$ cat config.mk
export PLATFORM = sky130hd
export DESIGN_NAME = regarray_arbiter
export DESIGN_NICKNAME = d
export VERILOG_FILES = /design/src/rtl/regarray_pkg.sv /design/src/rtl/regarray_arbiter.sv
export SDC_FILE = /design/constraint.sdc
export NUM_CORES = 1
export LEC_CHECK = 0
export BUFFER_PORTS_ARGS = -buffer_cell sky130_fd_sc_hd__buf_2
export CAP_MARGIN = 5
export CORE_MARGIN = 5
export CORE_UTILIZATION = 40
export CTS_BUF_LIST = sky130_fd_sc_hd__clkbuf_4 sky130_fd_sc_hd__clkbuf_8
export CTS_CLUSTER_SIZE = 14
export DETAILED_ROUTE_END_ITERATION = 7
export PLACE_DENSITY = 0.83
export SLEW_MARGIN = 20
export SYNTH_ARGS = -nofsm -noshare
export SYNTH_HDL_FRONTEND = slang
export SYNTH_SLANG_ARGS = --single-unit
$ cat constraint.sdc
create_clock -name clk -period 2.1 [get_ports clk]
set_input_delay 0.42 -clock clk [delete_from_list [all_inputs] [get_ports clk]]
set_output_delay 0.42 -clock clk [all_outputs]
set_load 0.02 [all_outputs]
$ cat src/rtl/regarray_pkg.sv
// Shared types and constants for the register-array arbiter.
package regarray_pkg;

   typedef enum logic {
      INIT = 1'b0,
      RUN  = 1'b1
   } arbState_t;

   localparam int CONFLICT_W = 16;

endpackage

$ cat src/rtl/regarray_arbiter.sv
// Owns both ports of a registerArray: zeroing sweep after reset or clr_req,
// round-robin arbitration of two writers, and one-cycle-latency reads.
module regarray_arbiter
   import regarray_pkg::*;
#(
   parameter int DEPTH     = 64,
   parameter int LOGDEPTH  = 6,
   parameter int WORDWIDTH = 16
) (
   input  logic                  clk,
   input  logic                  rst_n,
   input  logic                  clr_req,
   output logic                  init_busy,
   input  logic                  wr0_req,
   input  logic [LOGDEPTH-1:0]   wr0_addr,
   input  logic [WORDWIDTH-1:0]  wr0_data,
   output logic                  wr0_gnt,
   input  logic                  wr1_req,
   input  logic [LOGDEPTH-1:0]   wr1_addr,
   input  logic [WORDWIDTH-1:0]  wr1_data,
   output logic                  wr1_gnt,
   input  logic                  rd_req,
   input  logic [LOGDEPTH-1:0]   rd_addr,
   output logic                  rd_gnt,
   output logic                  rd_valid,
   output logic [WORDWIDTH-1:0]  rd_data,
   output logic [LOGDEPTH-1:0]   mem_aA,
   output logic                  mem_cenA,
   input  logic [WORDWIDTH-1:0]  mem_q,
   output logic [LOGDEPTH-1:0]   mem_aB,
   output logic                  mem_cenB,
   output logic [WORDWIDTH-1:0]  mem_d,
   output logic [CONFLICT_W-1:0] wr_conflicts
);

   arbState_t           state;
   logic [LOGDEPTH-1:0] cnt;
   logic                rr;
   logic                inRun;
   logic                bothReq;
   logic                sweepDone;

   assign inRun     = (state == RUN);
   assign bothReq   = wr0_req & wr1_req;
   assign sweepDone = (cnt == LOGDEPTH'(DEPTH - 1));
   assign init_busy = ~inRun;

   // rr names the favoured writer when both request; a lone requester always wins.
   assign wr0_gnt = inRun & ~clr_req & wr0_req & (~wr1_req | ~rr);
   assign wr1_gnt = inRun & ~clr_req & wr1_req & (~wr0_req | rr);

   assign rd_gnt   = inRun & rd_req;
   assign mem_cenA = ~rd_gnt;
   assign mem_aA   = inRun ? rd_addr : '0;
   assign rd_data  = mem_q;

   // Write port is owned by the sweep in INIT and by the granted writer in RUN.
   always_comb begin
      mem_cenB = 1'b1;
      mem_aB   = '0;
      mem_d    = '0;
      if (!inRun) begin
         mem_cenB = 1'b0;
         mem_aB   = cnt;
      end else if (wr0_gnt) begin
         mem_cenB = 1'b0;
         mem_aB   = wr0_addr;
         mem_d    = wr0_data;
      end else if (wr1_gnt) begin
         mem_cenB = 1'b0;
         mem_aB   = wr1_addr;
         mem_d    = wr1_data;
      end
   end

   // Sweep counter and state; clr_req only matters once the sweep is finished.
   always_ff @(posedge clk or negedge rst_n) begin
      if (!rst_n) begin
         state <= INIT;
         cnt   <= '0;
      end else if (!inRun) begin
         cnt <= cnt + 1'b1;
         if (sweepDone) begin
            state <= RUN;
         end
      end else if (clr_req) begin
         state <= INIT;
         cnt   <= '0;
      end
   end

   // After any grant the pointer favours the writer that lost out.
   always_ff @(posedge clk or negedge rst_n) begin
      if (!rst_n) begin
         rr <= 1'b0;
      end else if (wr0_gnt) begin
         rr <= 1'b1;
      end else if (wr1_gnt) begin
         rr <= 1'b0;
      end
   end

   always_ff @(posedge clk or negedge rst_n) begin
      if (!rst_n) begin
         rd_valid <= 1'b0;
      end else begin
         rd_valid <= rd_gnt;
      end
   end

   // Contention counter survives clears and sticks at all-ones.
   always_ff @(posedge clk or negedge rst_n) begin
      if (!rst_n) begin
         wr_conflicts <= '0;
      end else if (inRun && bothReq && (wr_conflicts != '1)) begin
         wr_conflicts <= wr_conflicts + 1'b1;
      end
   end

endmodule

==> impl.org <==
** Synthesis
- In the post-synthesis netlist, the cell with the most instances is sky130_fd_sc_hd__dfrtp_1.
- In this run, distinct cell masters in the synthesized netlist total 34.
- Post-synthesis sequential area ratio :: 38.08%
- Synthesized area divided by synthesized cell count :: approximately 9.4 sq um
- Number of synthesized flops with an enable pin :: 0
- For this run, the number of Yosys warnings is 0.
- Summing every instance area after synthesis gives approximately 1600 sq um.
- Primary FF master, synth :: sky130_fd_sc_hd__dfrtp_1
- Post-synthesis net count :: 249
- The synthesized design contains 25 register bits.
- After synthesis, the cell types taking the most area are sky130_fd_sc_hd__dfrtp_1 38%, sky130_fd_sc_hd__a22o_1 9.1%, sky130_fd_sc_hd__xor2_1 8.0%.
- The largest total area in the synthesized netlist belongs to sky130_fd_sc_hd__dfrtp_1.
- Leading post-synthesis cells by instance count :: 25 x sky130_fd_sc_hd__dfrtp_1, 17 x sky130_fd_sc_hd__a22o_1, 16 x sky130_fd_sc_hd__buf_4, 15 x sky130_fd_sc_hd__xor2_1, 12 x sky130_fd_sc_hd__nor2_1
- After synthesis, the largest area contributor takes up 38.08% of total cell area.
- For this run, asynchronously set or reset flops after synthesis account for 100.0%.
- After technology mapping, the gate count stands at 175.

** Global routing
- Overall fraction of global-route tracks in use :: between 10% and 20%
- Final global-route overflow total :: 0
- Entering global routing, the biggest net connects 26 pins.
- The number of global-route vias before repair came to 1,474.
- The initial antenna violation count came to 0.
- The first global-routing pass estimated 7017 um of wire.

** Clocking
- In this run, post-CTS hold repair placed 0 buffers.
- The longest clock path from root to sink contains 2 buffers.
- Clk sink count :: 25
- Clock-pin slew on the worst setup and hold paths :: 90 ps
- The number of clock buffers added by TritonCTS is 3.
- Number of levels the H-tree was split into :: 1
- CTS Root Cell :: sky130_fd_sc_hd__clkbuf_8
- TritonCTS clock tree :: yes
- Clk_lat worst skew :: 260 ps

** Pwr
- Leakage :: 1.304 nW
- The completed layout was analyzed and its total power is approximately 1.6 mW.
- Net switching is between 30% and 40% of the power.
- Relative contribution of sequential cells to total power :: between 40% and 50%
- Cell-internal power :: slightly above 1 mW
- Peak VDD IR :: 0.2568 mV
- For this design the total switching power over the nets is around 600 uW.
- Power Dens Cells :: approximately 720 nW/um^2
- In this run, the combinational gates consume 40.5% of the power.
- The share of total power dissipated in the clock network is 18.2%.

** Critical path
- Flop2flop setup slack :: 290 ps
- Required time worst endpoint :: 1680 ps
- The worst setup path is of the flip-flop to output pin kind.
- The worst register-to-register path begins at wr_conflicts[0].
- Along the worst path, the maximum fanout reaches 13.
- R2R depth :: 5
- The endpoint identified for the worst register-to-register timing path is wr_conflicts[1].
- Critical path endpoint :: mem_aB[5]
- STA puts the critical path data arrival time at 1610 ps.
- Startpoint of the worst setup timing path :: rr
- The worst setup path is launched from a flip-flop.
- Category of the worst setup path capture point :: output pin

** Detailed routing
- First-pass detailed-route iteration total :: 4
- DRC violations left :: 0
- Post-DR wirelength/cell :: 14.67 um
- Aggregate routed wire length :: around 4700 um
- DR iter-0 viols :: 66
- The routed layout has 1,573 vias.
- In this run the remaining antenna-violating nets after routing total 0.
- Dividing the detail-routed via count by the number of cells gives 4.947.

** Floorplan
- Number of placement rows :: 23
- Once the floorplan was initialized, standard cells occupied 41.07% of the core.
- Horizontal die dimension :: 74.09 um
- For this design the top-level I/O count stands at 139.
- In this run the standard cell core region covers 4000 sq um.
- From bottom edge to top edge, the die measures between 70 and 80 um.
- The floorplan step defined a die boundary enclosing 5489 sq um.

** Cells and area
- Filler cell count in the final layout :: between 300 and 400
- The number of antenna diodes in the final layout is 0.
- Combined area of the multi-input logic cells :: 855.8 sq um
- Count of placed standard cells in the final layout, fillers left out :: 318
- Area taken by flip-flops and latches :: 625.6 sq um
- Relative to the synthesized area, the layout overhead comes to 35.87%.
- Count of nets after finishing :: 343
- Ratio of cells with drive above 1 in the final layout :: about 48%

** Flow run
- Max-cap violations in this run came to 0.

** Timing
- The worst path needs around 2000 ps of the cycle, external delays included.
- Setup repair after global routing left no endpoint under its margin.
- Final cycle utilization of the critical path :: a little over nine tenths
- Worst Clk Skew :: 5.310 ps
- Slew @ Worst Pin :: about 550 ps
- Final Hold Slack :: 132.0 ps
- The number of hold violations in the final report was 0.
- Total setup violations reported at the end of the flow :: 0
- Fin Setup TNS :: 0 ps
- Static timing analysis puts the maximum clock frequency at 492.3 MHz.
- Number of slew-limit violations in the final report :: 0
- Slew headroom :: between 60% and 70%

** Place
- GPL Wtd Cong :: approximately 0.84
- Counting tap cells, the placed design contains a total of approximately 310 instances.
- Count of buffers inserted at the top-level ports :: 106
- After legalization and detailed placement, the total HPWL measured 3710 um.

** Run status
- Status :: finished clean

** Hold path
- Tightest Hold Check Type :: primary input to asynchronous set/reset pin
-- metrics by stage --
| step | setup WS, ps | util (%) | area, sq um |
|---|---|---|---|
| 2_1_floorplan | 51.75 | - | 1643 |
| 5_1_grt | 14.13 | 55.80 | 2232 |
| 4_1_cts | 3.850 | 55.21 | 2208 |
| 3_5_place_dp | 177.8 | 53.55 | 2142 |
| 6_report | 68.88 | 55.80 | 2232 |
| 3_3_place_gp | 169.5 | 53.55 | 2142 |
-- logic make-up (layout without fill, tap and decap cells) --
group           after synthesis  in the layout  synth area share [%]
xor+xnor                     19             19                 10.13
buf+inv                      32            125                 11.27
mux                           1              1                0.9137
fa+ha+maj                     2              2                 1.523
compound gates               36             36                 17.82
flops                        25             25                 38.08
simple gates                 60             60                 20.26
-- critical path: stages (launching register included) --
cell	delay, ps
sky130_fd_sc_hd__dfrtp_1	380
sky130_fd_sc_hd__nand2b_1	140
sky130_fd_sc_hd__and3_4	190
sky130_fd_sc_hd__buf_6	140
sky130_fd_sc_hd__a221o_1	340
sky130_fd_sc_hd__buf_2	160
-- cell usage in the layout (no fill, tap or decap), drive strengths merged --
| master | synthesis | layout |
|---|---|---|
| nor2 | 12 | 12 |
| nor3b | 1 | 1 |
| and2 | 6 | 6 |
| xnor2 | 4 | 4 |
| o41ai | 1 | 1 |
| nand4 | 5 | 5 |
| and4 | 2 | 2 |
| a21o | 1 | 1 |
| o21ai | 8 | 8 |
| nand2b | 1 | 1 |
| clkbuf | 5 | 4 |
| a22o | 17 | 17 |
| nand2 | 11 | 11 |
| nand3 | 8 | 8 |
| nor4 | 3 | 3 |
| a22oi | 4 | 4 |
| a221o | 1 | 1 |
| a31o | 1 | 1 |
| mux2 | 1 | 1 |
| nor2b | 2 | 2 |
| inv | 7 | 7 |
| dfrtp | 25 | 25 |
| nor3 | 3 | 3 |
| a31oi | 1 | 1 |
| a221oi | 1 | 1 |
| xor2 | 15 | 15 |
| ha | 2 | 2 |
| buf | 20 | 114 |
| and3 | 6 | 6 |
| a21oi | 1 | 1 |
-- state kept, by name, summed over array words and instances (netlist names) --
signal,flops
rr,1
inRun,1
rd_valid,1
cnt,6
wr_conflicts,16
-- worst min-delay path by stage --
stage                     start         endpoint  slack (ps)  cells past startpoint
final                     rst_n  wr_conflicts[9]         130                      1
after global routing      rst_n  wr_conflicts[7]         190                      1
after CTS                 rst_n  wr_conflicts[7]         160                      1
after detailed placement  rst_n  wr_conflicts[7]         450                      1
after global placement    rst_n  wr_conflicts[0]         440                      1
after floorplan           rst_n           cnt[0]         120                      0
-- power groups by stage --
stage	Clock, mW	Sequential, mW	Combinational (mW)
after CTS	0.301	0.668	0.654
after floorplan	0	0.679	0.440
after detailed placement	0	0.682	0.630
after global routing	0.318	0.683	0.732
after global placement	0	0.674	0.613
final	0.293	0.668	0.654
-- per-layer routing --
metal | wire, um | vias to the layer above | track usage [%]
met3 | 292 | 0 | 3.649
met2 | 2495 | 39 | 27.07
met1 | 1878 | 748 | 20.52
met4 | 0 | 0 | 3.823
met5 | 0 | - | 0
li1 | - | 786 | -
-- cell type report --
type / count / share of cell area [%]
multi-input combinational: 118 / 38.34
sequential: 25 / 28.03
timing repair buffer: 114 / 27.47
tap: 50 / 2.803
clock buffer: 4 / 2.186
inverter: 7 / 1.177
-- what timing repair did --
action / in CTS / in global routing
setup buffers: 1 / 0
resized for setup: 2 / 8
endpoints found under the hold margin: 0 / 0
pin swaps: 1 / 2
gates cloned: 0 / 0
setup endpoints to repair: 2 / 23
No activity file was read; power rests on OpenSTA's default activity.
